<file path="config.mk">
export PLATFORM = sky130hd
export DESIGN_NAME = serial_subtractor
export DESIGN_NICKNAME = d
export VERILOG_FILES = /design/src/rtl/sub_pkg.sv /design/src/rtl/full_subtractor.sv /design/src/rtl/half_subtractor.sv /design/src/rtl/serial_subtractor.sv
export SDC_FILE = /design/constraint.sdc
export NUM_CORES = 1
export LEC_CHECK = 0
export BUFFER_PORTS_ARGS = -buffer_cell sky130_fd_sc_hd__clkbuf_2
export CAP_MARGIN = 5
export CORE_MARGIN = 5
export CORE_UTILIZATION = 40
export DETAILED_ROUTE_END_ITERATION = 6
export SETUP_SLACK_MARGIN = 0.3
export SYNTH_ARGS = -nofsm -noshare
export SYNTH_HDL_FRONTEND = slang
export SYNTH_SLANG_ARGS = --single-unit
</file>
<file path="constraint.sdc">
create_clock -name clk -period 3.6 [get_ports clk]
set_input_delay 0.54 -clock clk [delete_from_list [all_inputs] [get_ports clk]]
set_output_delay 0.54 -clock clk [all_outputs]
set_load 0.03 [all_outputs]
</file>
<file path="src/rtl/sub_pkg.sv">
// Shared types and helpers for the bit-serial subtractor.
package sub_pkg;

    typedef enum logic [1:0] {
        IDLE = 2'd0,
        RUN  = 2'd1,
        DONE = 2'd2
    } state_t;

    // Bit-counter width; clamped to 1 so a degenerate width still elaborates.
    function automatic int cnt_w(input int w);
        return (w < 2) ? 1 : $clog2(w);
    endfunction

endpackage

</file>
<file path="src/rtl/full_subtractor.sv">
// One-bit full subtractor built from two half subtractors.
module full_subtractor (
    input  logic a,
    input  logic b,
    input  logic bin,
    output logic diff,
    output logic bout
);

    logic d0;
    logic b0;
    logic b1;

    half_subtractor u_hs0 (
        .a    (a),
        .b    (b),
        .diff (d0),
        .bout (b0)
    );

    // Second stage subtracts the incoming borrow from the partial difference.
    half_subtractor u_hs1 (
        .a    (d0),
        .b    (bin),
        .diff (diff),
        .bout (b1)
    );

    assign bout = b0 | b1;

endmodule

</file>
<file path="src/rtl/half_subtractor.sv">
// One-bit half subtractor: a - b with borrow-out.
module half_subtractor (
    input  logic a,
    input  logic b,
    output logic diff,
    output logic bout
);

    assign diff = a ^ b;
    assign bout = ~a & b;

endmodule

</file>
<file path="src/rtl/serial_subtractor.sv">
// Bit-serial LSB-first WIDTH-bit subtractor with start/busy/done handshake.
module serial_subtractor
    import sub_pkg::*;
#(
    parameter int WIDTH = 8
) (
    input  logic             clk,
    input  logic             rst_n,
    input  logic             start,
    input  logic [WIDTH-1:0] a,
    input  logic [WIDTH-1:0] b,
    output logic             busy,
    output logic             done,
    output logic [WIDTH-1:0] diff,
    output logic             borrow
);

    localparam int CNT_W = cnt_w(WIDTH);

    state_t           state_q, state_d;
    logic [CNT_W-1:0] cnt_q, cnt_d;
    logic [WIDTH-1:0] sa_q, sa_d;
    logic [WIDTH-1:0] sb_q, sb_d;
    logic [WIDTH-1:0] res_q, res_d;
    logic             bff_q, bff_d;
    logic [WIDTH-1:0] diff_q, diff_d;
    logic             borrow_q, borrow_d;

    logic fs_diff;
    logic fs_bout;

    full_subtractor u_fs (
        .a    (sa_q[0]),
        .b    (sb_q[0]),
        .bin  (bff_q),
        .diff (fs_diff),
        .bout (fs_bout)
    );

    always_comb begin
        state_d  = state_q;
        cnt_d    = cnt_q;
        sa_d     = sa_q;
        sb_d     = sb_q;
        res_d    = res_q;
        bff_d    = bff_q;
        diff_d   = diff_q;
        borrow_d = borrow_q;
        case (state_q)
            IDLE, DONE: begin
                if (start) begin
                    state_d = RUN;
                    sa_d    = a;
                    sb_d    = b;
                    bff_d   = 1'b0;
                    cnt_d   = '0;
                end else begin
                    state_d = IDLE;
                end
            end
            RUN: begin
                sa_d  = sa_q >> 1;
                sb_d  = sb_q >> 1;
                res_d = {fs_diff, res_q[WIDTH-1:1]};
                bff_d = fs_bout;
                cnt_d = cnt_q + CNT_W'(1);
                // Last bit: publish the full result, including this cycle's bit.
                if (cnt_q == CNT_W'(WIDTH - 1)) begin
                    state_d  = DONE;
                    diff_d   = res_d;
                    borrow_d = fs_bout;
                end
            end
            default: state_d = IDLE;
        endcase
    end

    always_ff @(posedge clk or negedge rst_n) begin
        if (!rst_n) begin
            state_q  <= IDLE;
            cnt_q    <= '0;
            sa_q     <= '0;
            sb_q     <= '0;
            res_q    <= '0;
            bff_q    <= 1'b0;
            diff_q   <= '0;
            borrow_q <= 1'b0;
        end else begin
            state_q  <= state_d;
            cnt_q    <= cnt_d;
            sa_q     <= sa_d;
            sb_q     <= sb_d;
            res_q    <= res_d;
            bff_q    <= bff_d;
            diff_q   <= diff_d;
            borrow_q <= borrow_d;
        end
    end

    assign busy   = (state_q == RUN);
    assign done   = (state_q == DONE);
    assign diff   = diff_q;
    assign borrow = borrow_q;

endmodule

</file>
# --- After elaboration in Yosys (flattened, before gate mapping) ---
# Cells that the tools add are included.
totals:
  in_bits: 19
  register_bits: 39
  out_inout_bits: 11
  word_cells: 37
classes:
  add_sub_neg: 1
  bitwise_logic: 7
  reduce_logical: 5
  eq_ne: 5
  muxes: 11
ops:
  columns: ["operator", "count"]
  rows:
  - ["case mux 8 bit (2 select lines)", 2]
  - ["two-way mux 8 bit", 2]
  - ["case mux 3 bit (2 select lines)", 1]
  - ["case mux 2 bit (2 select lines)", 1]
  - ["AND reduction 2 bit", 2]
  - ["adder 3 x 1 -> 3 bit (second input constant)", 1]
  - ["== test 3 bit (second input constant)", 1]
  - ["two-way mux 3 bit", 1]
  - ["bitwise AND 1 bit", 2]
  - ["== test 2 x 1 -> 1 bit (second input constant)", 1]
  - ["== test 2 bit (second input constant)", 1]
  - ["zero test 2 bit", 1]
  - ["two-way mux 1 bit", 2]
  - ["two-way mux 2 bit", 1]
  - ["inequality test 2 x 1 -> 1 bit (second input constant)", 1]
  - ["inequality test 2 bit (second input constant)", 1]
  - ["inverter 1 bit", 2]
  - ["case mux 1 bit (2 select lines)", 1]
  - ["nonzero test 2 bit", 1]
  - ["OR reduction 2 bit", 1]
  - ["bitwise XOR 1 bit", 2]
  - ["bitwise OR 1 bit", 1]

# --- Longest topological paths before layout ---
# Gate-level depths: netlist of run 1.
depth:
  ltp_word: 5
  ltp_mapped: 6
  mapped_depth_nobuf: 5

# --- Modules after synthesis ---
# Synthesis of run 1 repeated with hierarchy kept, for this count alone.
unflattened:
  hier_cells: 164
  hier_area_um2: 1803.0
by_module_without_submodules:
  columns: ["mod", "area_per_inst_um2", "cells_per_inst", "n_inst"]
  rows:
  - ["serial_subtractor", 1756.7, 157, 1]
  - ["half_subtractor", 20.0, 3, 2]
  - ["full_subtractor", 6.3, 1, 1]

# --- Worst setup path before layout of run 1 ---
# OpenSTA, ideal clock, no wires.
synth_timing:
  path_kind: "reg-to-output"
  startpoint: "register state_q[1]"
  endpoint: "output done"
  n_path_buf: 2
  arrival_ns: 1.125
  path_stages_with_launch: 4
  path_slack_ns: 1.935
  cell_sequence: "dfrtp_1 -> buf_6 -> buf_4 -> nor2b_1"
synth_between:
  elab_chain_cells: 1
synth_lines:
  columns: ["element", "line_no", "text"]
  rows:
  - ["from (decl)", "serial_subtractor.sv:20", "state_t state_q, state_d;"]
  - ["from (signal assigned)", "serial_subtractor.sv:89", "state_q <= state_d;"]
  - ["== test 2 bit", "serial_subtractor.sv:101", "assign done = (state_q == DONE);"]
  - ["to (decl)", "serial_subtractor.sv:13", "output logic done,"]
# Every way passes these cells.

# --- Final worst setup path of run 1 ---
layout_timing:
  startpoint: "register state_q[1]"
  endpoint: "output busy"
layout_between:
  elab_chain_cells: 1
layout_lines:
  columns: ["element", "line_no", "text"]
  rows:
  - ["== test 2 x 1 -> 1 bit", "serial_subtractor.sv:100", "assign busy = (state_q == RUN);"]
  - ["to (decl)", "serial_subtractor.sv:12", "output logic busy,"]
# Every way passes these cells.

==> reports/qor.csv, run 1 <==
metric,value,unit
CTS H-tree depth,2,
max_slew headroom,37.6,%
multiplexer share of the synthesized area,14.7,%
post-DP HPWL,2340,µm
post-CTS setup buffers,0,
worst ir drop on vdd,0.274,mV
first-pass GRT wire length,5990,µm
Vias/cell,5.05,
share of cells above drive strength 1,25.9,%
vias in the first global route,1287,
placed instance area,1980,µm²
endpoints failing hold,0,
cts hold-fix bufs,0,
mapped cell area,1830,µm²
post-synthesis sequential area ratio,51.9,%
Worst Max-Slew Pin Slew,0.936,ns
Layout Utilization,46.8,%
Die Width,77.7,µm
ANT cells,0,
Final Net Count,211,
ANT nets after route,0,
DR pass1 iterations,4,
Routed WL per cell,13.6,µm
CTS tree,yes,
startpoint type of the worst setup path,register,
Worst EP required,3.06,ns
Worst Setup End Kind,primary output,
CP Class,reg2out,
design area,2050,µm²
CTS Buffer Depth,2,
Pwr per Cell Area,872,nW/µm²
Synth Area in Simple Gates,14.1,%
initial antenna violation count,0,
clock sink total,38,
Avg Inst Size Synth,11.3,µm²
final wirelength,3280,µm
Num CTS Buffers,5,
grt ovf,0,
"Reg clk slew, reported paths",0.07,ns
final slew viol count,0,
Synth Area in Adders,2.46,%
status,completed,
Synth Warn #,0,
Die ar.,6030,µm²
max frequency,479,MHz
Synth Net Count,184,
Initial Utilization,41.8,%
minimum clock period,2.09,ns
root buf cell,clkbuf_8,
FF/Latch Area,951,µm²
final setup violation count,0,
R2R depth,4,
Critical R2R Capture,diff[1],
skew final,0.00426,ns
Die H,77.7,µm
total number of vias,1217,
post-synthesis register bit count,38,
arrival time at the worst endpoint,1.55,ns
Multi-input gate area,785,µm²
filler cell count,435,
Post-CTS Resized,0,
Synth area leaders,"dfrtp_1, mux2i_1, mux2_4",
complex-gate fraction of the synthesized area,11.1,%
xor/xnor share of the synthesized area,0.478,%
Fin Setup TNS,0,ns
"Max FO, Critical Path",19,
RSZ-0062 raised after global routing,no,
Final period util,57.9,%
Yosys cell types,28,
IO Count,30,
drt drc,0,
top cell type's share of synthesized area,51.9,%
Hold WC Path Type,in2async,
combinational family with the most area after synthesis,multiplexers,
Yosys top cell by area,dfrtp_1,
initial drt markers,45,
worst flop-to-flop path startpoint,cnt_q[0],
Synth Instances,162,
area growth from synthesis to layout,12.1,%
R2R setup slack,2.07,ns
# rows,24,
Pleak,0.985,nW
IO Port Bufs,29,
worst skew pair latency,0.28,ns
GRT Total Usage,12.2,%
Core Region,4380,µm²
max cap viols,0,
Placer Congestion,0.722,
largest net degree at the start of global routing,39,
==> metal layers <==
| metal | track usage [%] | up-vias | wire length, µm |
|---|---|---|---|
| li1 | - | 613 | - |
| met2 | 18.9 | 28 | 1460 |
| met4 | 3.61 | 0 | 40 |
| met1 | 15.6 | 570 | 1540 |
| met5 | 0 | - | 0 |
| met3 | 5.09 | 6 | 237 |
==> metrics by stage <==
step	std cells	worst slack, ns	power [mW]	hold slack (ns)
floorplan	162	1.94	1.38	0.244
global placement	234	1.85	1.52	0.473
detailed placement	234	1.80	1.55	0.488
CTS	241	1.49	1.82	0.426
global route	241	1.36	1.95	0.481
finish	241	1.51	1.79	0.387
==> worst max-delay path, cell delays in order, from the launching register on <==
cell and delay (ns):
dfrtp_1 0.36, buf_4 0.22, nand2b_4 0.22, inv_2 0.21
clkbuf_2 0.25
==> placed cells by master, fill, tap and decap left out, types with 3 or more instances in the layout <==
cell type and instances:
dfrtp_1 38, clkbuf_2 29, o22ai_1 3, nor3_1 3, nand2_1 24, o21ai_0 5
a21oi_1 10, nor2b_1 10, nand3_1 3, clkbuf_8 5, inv_1 3, mux2_2 3
nor2_1 4, a211oi_1 10, a22o_1 3, mux2_4 7, mux2i_1 13
==> how the worst max path moves through the flow <==
| stage | endpoint | from | slack, ns |
|---|---|---|---|
| floorplan | done | state_q[1] | 1.94 |
| global placement | busy | state_q[1] | 1.85 |
| detailed placement | busy | state_q[0] | 1.80 |
| CTS | busy | state_q[0] | 1.49 |
| global route | busy | state_q[0] | 1.36 |
| finish | busy | state_q[1] | 1.51 |
==> Yosys cell counts <==
cell type / count
buf_2: 4
buf_4: 3
nand3_1: 3
nand2_1: 24
a21oi_1: 10
inv_2: 1
nand2b_4: 1
nor2_1: 4
nor2b_1: 10
o22ai_1: 3
a22o_1: 3
nor3_1: 3
o21ai_0: 5
dfrtp_1: 38
clkbuf_1: 1
and2b_1: 2
fa_1: 1
a211oi_1: 10
nand2b_1: 2
xnor2_1: 1
a22oi_1: 1
inv_1: 3
mux2_2: 3
ha_1: 2
mux2i_1: 13
buf_6: 3
mux2_4: 7
nand3b_4: 1
==> area by class of cell <==
type	instances	area share (%)
inverter	4	0.732
multi-input combinational	109	38.2
sequential	38	46.3
clock buffer	7	3.72
timing repair buffer	31	7.80
tap	52	3.17
==> sequential cells by signal, summed over array words and instances (netlist names) <==
name,count
state_q,2
bff_q,1
diff,8
res_q,7
borrow,1
cnt_q,3
sb_q,8
sa_q,8
==> kinds of logic (layout without fill, tap and decap cells) <==
kind of cell,count (synthesis),count (layout)
AND/OR/NAND/NOR,50,50
multiplexers,23,23
flip-flops,38,38
adder cells (fa/ha/maj),3,3
XOR/XNOR,1,1
buffers and inverters,15,42
AO/OA/AOI/OAI,32,32
==> power breakdown <==
| part | internal (mW) | switching (mW) |
|---|---|---|
| clock network | 0.133 | 0.133 |
| registers | 0.629 | 0.131 |
| logic | 0.337 | 0.426 |
| total | 1.10 | 0.690 |
Power figures use the tool's default switching activity.
==> run 2, diff against run 1 <==
- clock period: 3.6 -> 1.95 ns (I/O delays scaled with it)
==> run 2 against run 1 <==
Design area increased by 3.1%. Critical path depth decreased by 1. Via count increased by 0.66%. Critical path type unchanged. Sequential share of layout area decreased by 1.3 points.
==> reports/qor.csv, run 2 (same netlist as run 1, synthesis figures left out) <==
metric,value,unit,change
Fin Setup TNS,0,ns,unchanged
setup ws final,0.309,ns,-1.21 ns
Num CTS Buffers,5,,unchanged
Hold WC Path Type,in2async,,
worst skew pair latency,0.29,ns,about the same
ANT nets after route,0,,unchanged
IO Port Bufs,29,,unchanged
initial antenna violation count,0,,unchanged
Die H,77.7,µm,unchanged
final wirelength,3330,µm,+1.4%
"Max FO, Critical Path",34,,+15
Pwr Total,3.50,mW,+96%
Worst EP required,1.66,ns,-1.40 ns
final setup violation count,0,,unchanged
Layout Utilization,48.3,%,+1.5 points
switching part of the total,37.7,%,-0.88 points
grt ovf,0,,unchanged
largest net degree at the start of global routing,39,,unchanged
"most common cell after layout, fill and taps aside",dfrtp_1,,
Seq pwr share,40.2,%,-2.3 points
Final Net Count,214,,+1.4%
FF/Latch Area,952,µm²,+0.13%
root buf cell,clkbuf_8,,
Die Width,77.7,µm,unchanged
CP peak stage delay,0.41,ns,+0.05 ns
max_slew headroom,65.4,%,+28 points
pre-CTS WS,0.442,ns,-1.36 ns
final slew viol count,0,,unchanged
Layout Cells excl Fill,245,,+1.7%
first-pass GRT wire length,6050,µm,+1.0%
startpoint type of the worst setup path,register,,
max frequency,609,MHz,
area growth from synthesis to layout,15.6,%,
CTS Buffer Depth,2,,unchanged
Core Region,4380,µm²,unchanged
GRT Total Usage,12.2,%,-0.043 points
status,completed,,
Final period util,84.2,%,
ANT cells,0,,unchanged
CTS tree,yes,,
Placed Cells incl. Taps,235,,+0.43%
drt drc,0,,unchanged
share of cells above drive strength 1,29.0,%,+3.1 points
proportion of power drawn by the clock network,18.9,%,+4.0 points
Initial Utilization,41.8,%,unchanged
IO Count,30,,unchanged
CP Class,reg2out,,
Routed WL per cell,13.6,µm,-0.28%
Comb pwr share,40.9,%,-1.7 points
vias in the first global route,1369,,+6.4%
worst ir drop on vdd,0.529,mV,+93%
internal power,2.18,mW,+98%
Worst Max-Slew Pin Slew,0.519,ns,-0.417 ns
RSZ-0062 raised after global routing,yes,,
P_sw,1.32,mW,+91%
CP Cell Sequence,buf_4 -> nor2b_1 -> clkbuf_2,,
post-DP HPWL,2370,µm,+1.4%
initial drt markers,66,,+47%
arrival time at the worst endpoint,1.35,ns,-0.20 ns
CP max-delay cell,dfrtp_1,,
CTS H-tree depth,2,,unchanged
"Reg clk slew, reported paths",0.08,ns,about the same
Pleak,1.02,nW,+3.6%
filler cell count,430,,-1.1%
Die ar.,6030,µm²,unchanged
Pwr per Cell Area,1650,nW/µm²,+90%
Vias/cell,5.00,,-0.99%
Worst Setup End Kind,primary output,,
DR pass1 iterations,6,,+2
Multi-input gate area,785,µm²,unchanged
cts hold-fix bufs,0,,unchanged
total number of vias,1225,,+0.66%
"commonest cells after routing, fill and taps aside","dfrtp_1, clkbuf_2, nand2_1",,
endpoints failing hold,0,,unchanged
R2R depth,4,,unchanged
minimum clock period,1.64,ns,
Placer Congestion,0.679,,-6.0%
max cap viols,0,,unchanged
# rows,24,,unchanged
clock sink total,38,,unchanged
skew final,0.00690,ns,+0.00264 ns
-- run 2: cell count changes in the layout (fill, tap and decap cells not counted) --
cell / before / now
bufinv_16: 0 / 1
buf_4: 2 / 5
inv_6: 0 / 1
dfrtp_1: 38 / 37
clkinv_2: 0 / 2
clkbuf_1: 2 / 0
clkbuf_2: 29 / 28
clkbuf_4: 0 / 1
dfrtp_2: 0 / 1
inv_2: 1 / 0
-- run 2: through the flow --
step,instance area [µm²],hold WS [ns]
CTS,2100,0.0605
finish,2120,0.0423
global placement,1980,0.371
floorplan,1830,-0.00309
global route,2120,0.0881
detailed placement,1980,0.376
-- run 2: metal layers --
metal | vias up | track usage, % | wire length, µm
met5 | - | 0 | 0
met4 | 0 | 3.61 | 41
met3 | 7 | 4.63 | 191
met2 | 28 | 19.8 | 1530
met1 | 571 | 15.0 | 1570
li1 | 619 | - | -
-- run 2: power groups by stage --
stage	sequential (mW)	clock [mW]	combinational [mW]
detailed placement	1.43	0	1.44
floorplan	1.53	0	1.01
global route	1.47	0.720	1.61
CTS	1.42	0.677	1.45
finish	1.41	0.661	1.43
global placement	1.41	0	1.39
-- run 2: final cells by class --
| class | count | share of cell area [%] |
|---|---|---|
| clock buffer | 5 | 3.25 |
| clock inverter | 3 | 1.89 |
| inverter | 4 | 0.946 |
| multi-input combinational | 109 | 37.1 |
| sequential | 38 | 45.0 |
| tap | 52 | 3.08 |
| timing repair buffer | 34 | 8.75 |
-- run 2: worst paths after layout --
path                            start         end  slack, ns
min in group clk                 b[4]     sb_q[4]       0.22
setup reg to reg             cnt_q[0]     diff[1]       0.44
hold reg to reg                borrow      borrow       0.50
max in group asynchronous       rst_n  state_q[1]       1.56
hold / removal                  rst_n    res_q[3]       0.04
setup / recovery           state_q[0]        done       0.31
-- run 2: worst max-delay path: cells and delay by family (launching register included) --
family,cells,cell delay (ns)
buffers and inverters,2,0.48
flip-flops,1,0.41
AND/OR/NAND/NOR,1,0.17
-- run 2: repair_timing --
action / in CTS / in global routing
endpoints found under the setup margin: 1 / 2
setup buffers: 0 / 2
gates resized for setup: 3 / 1
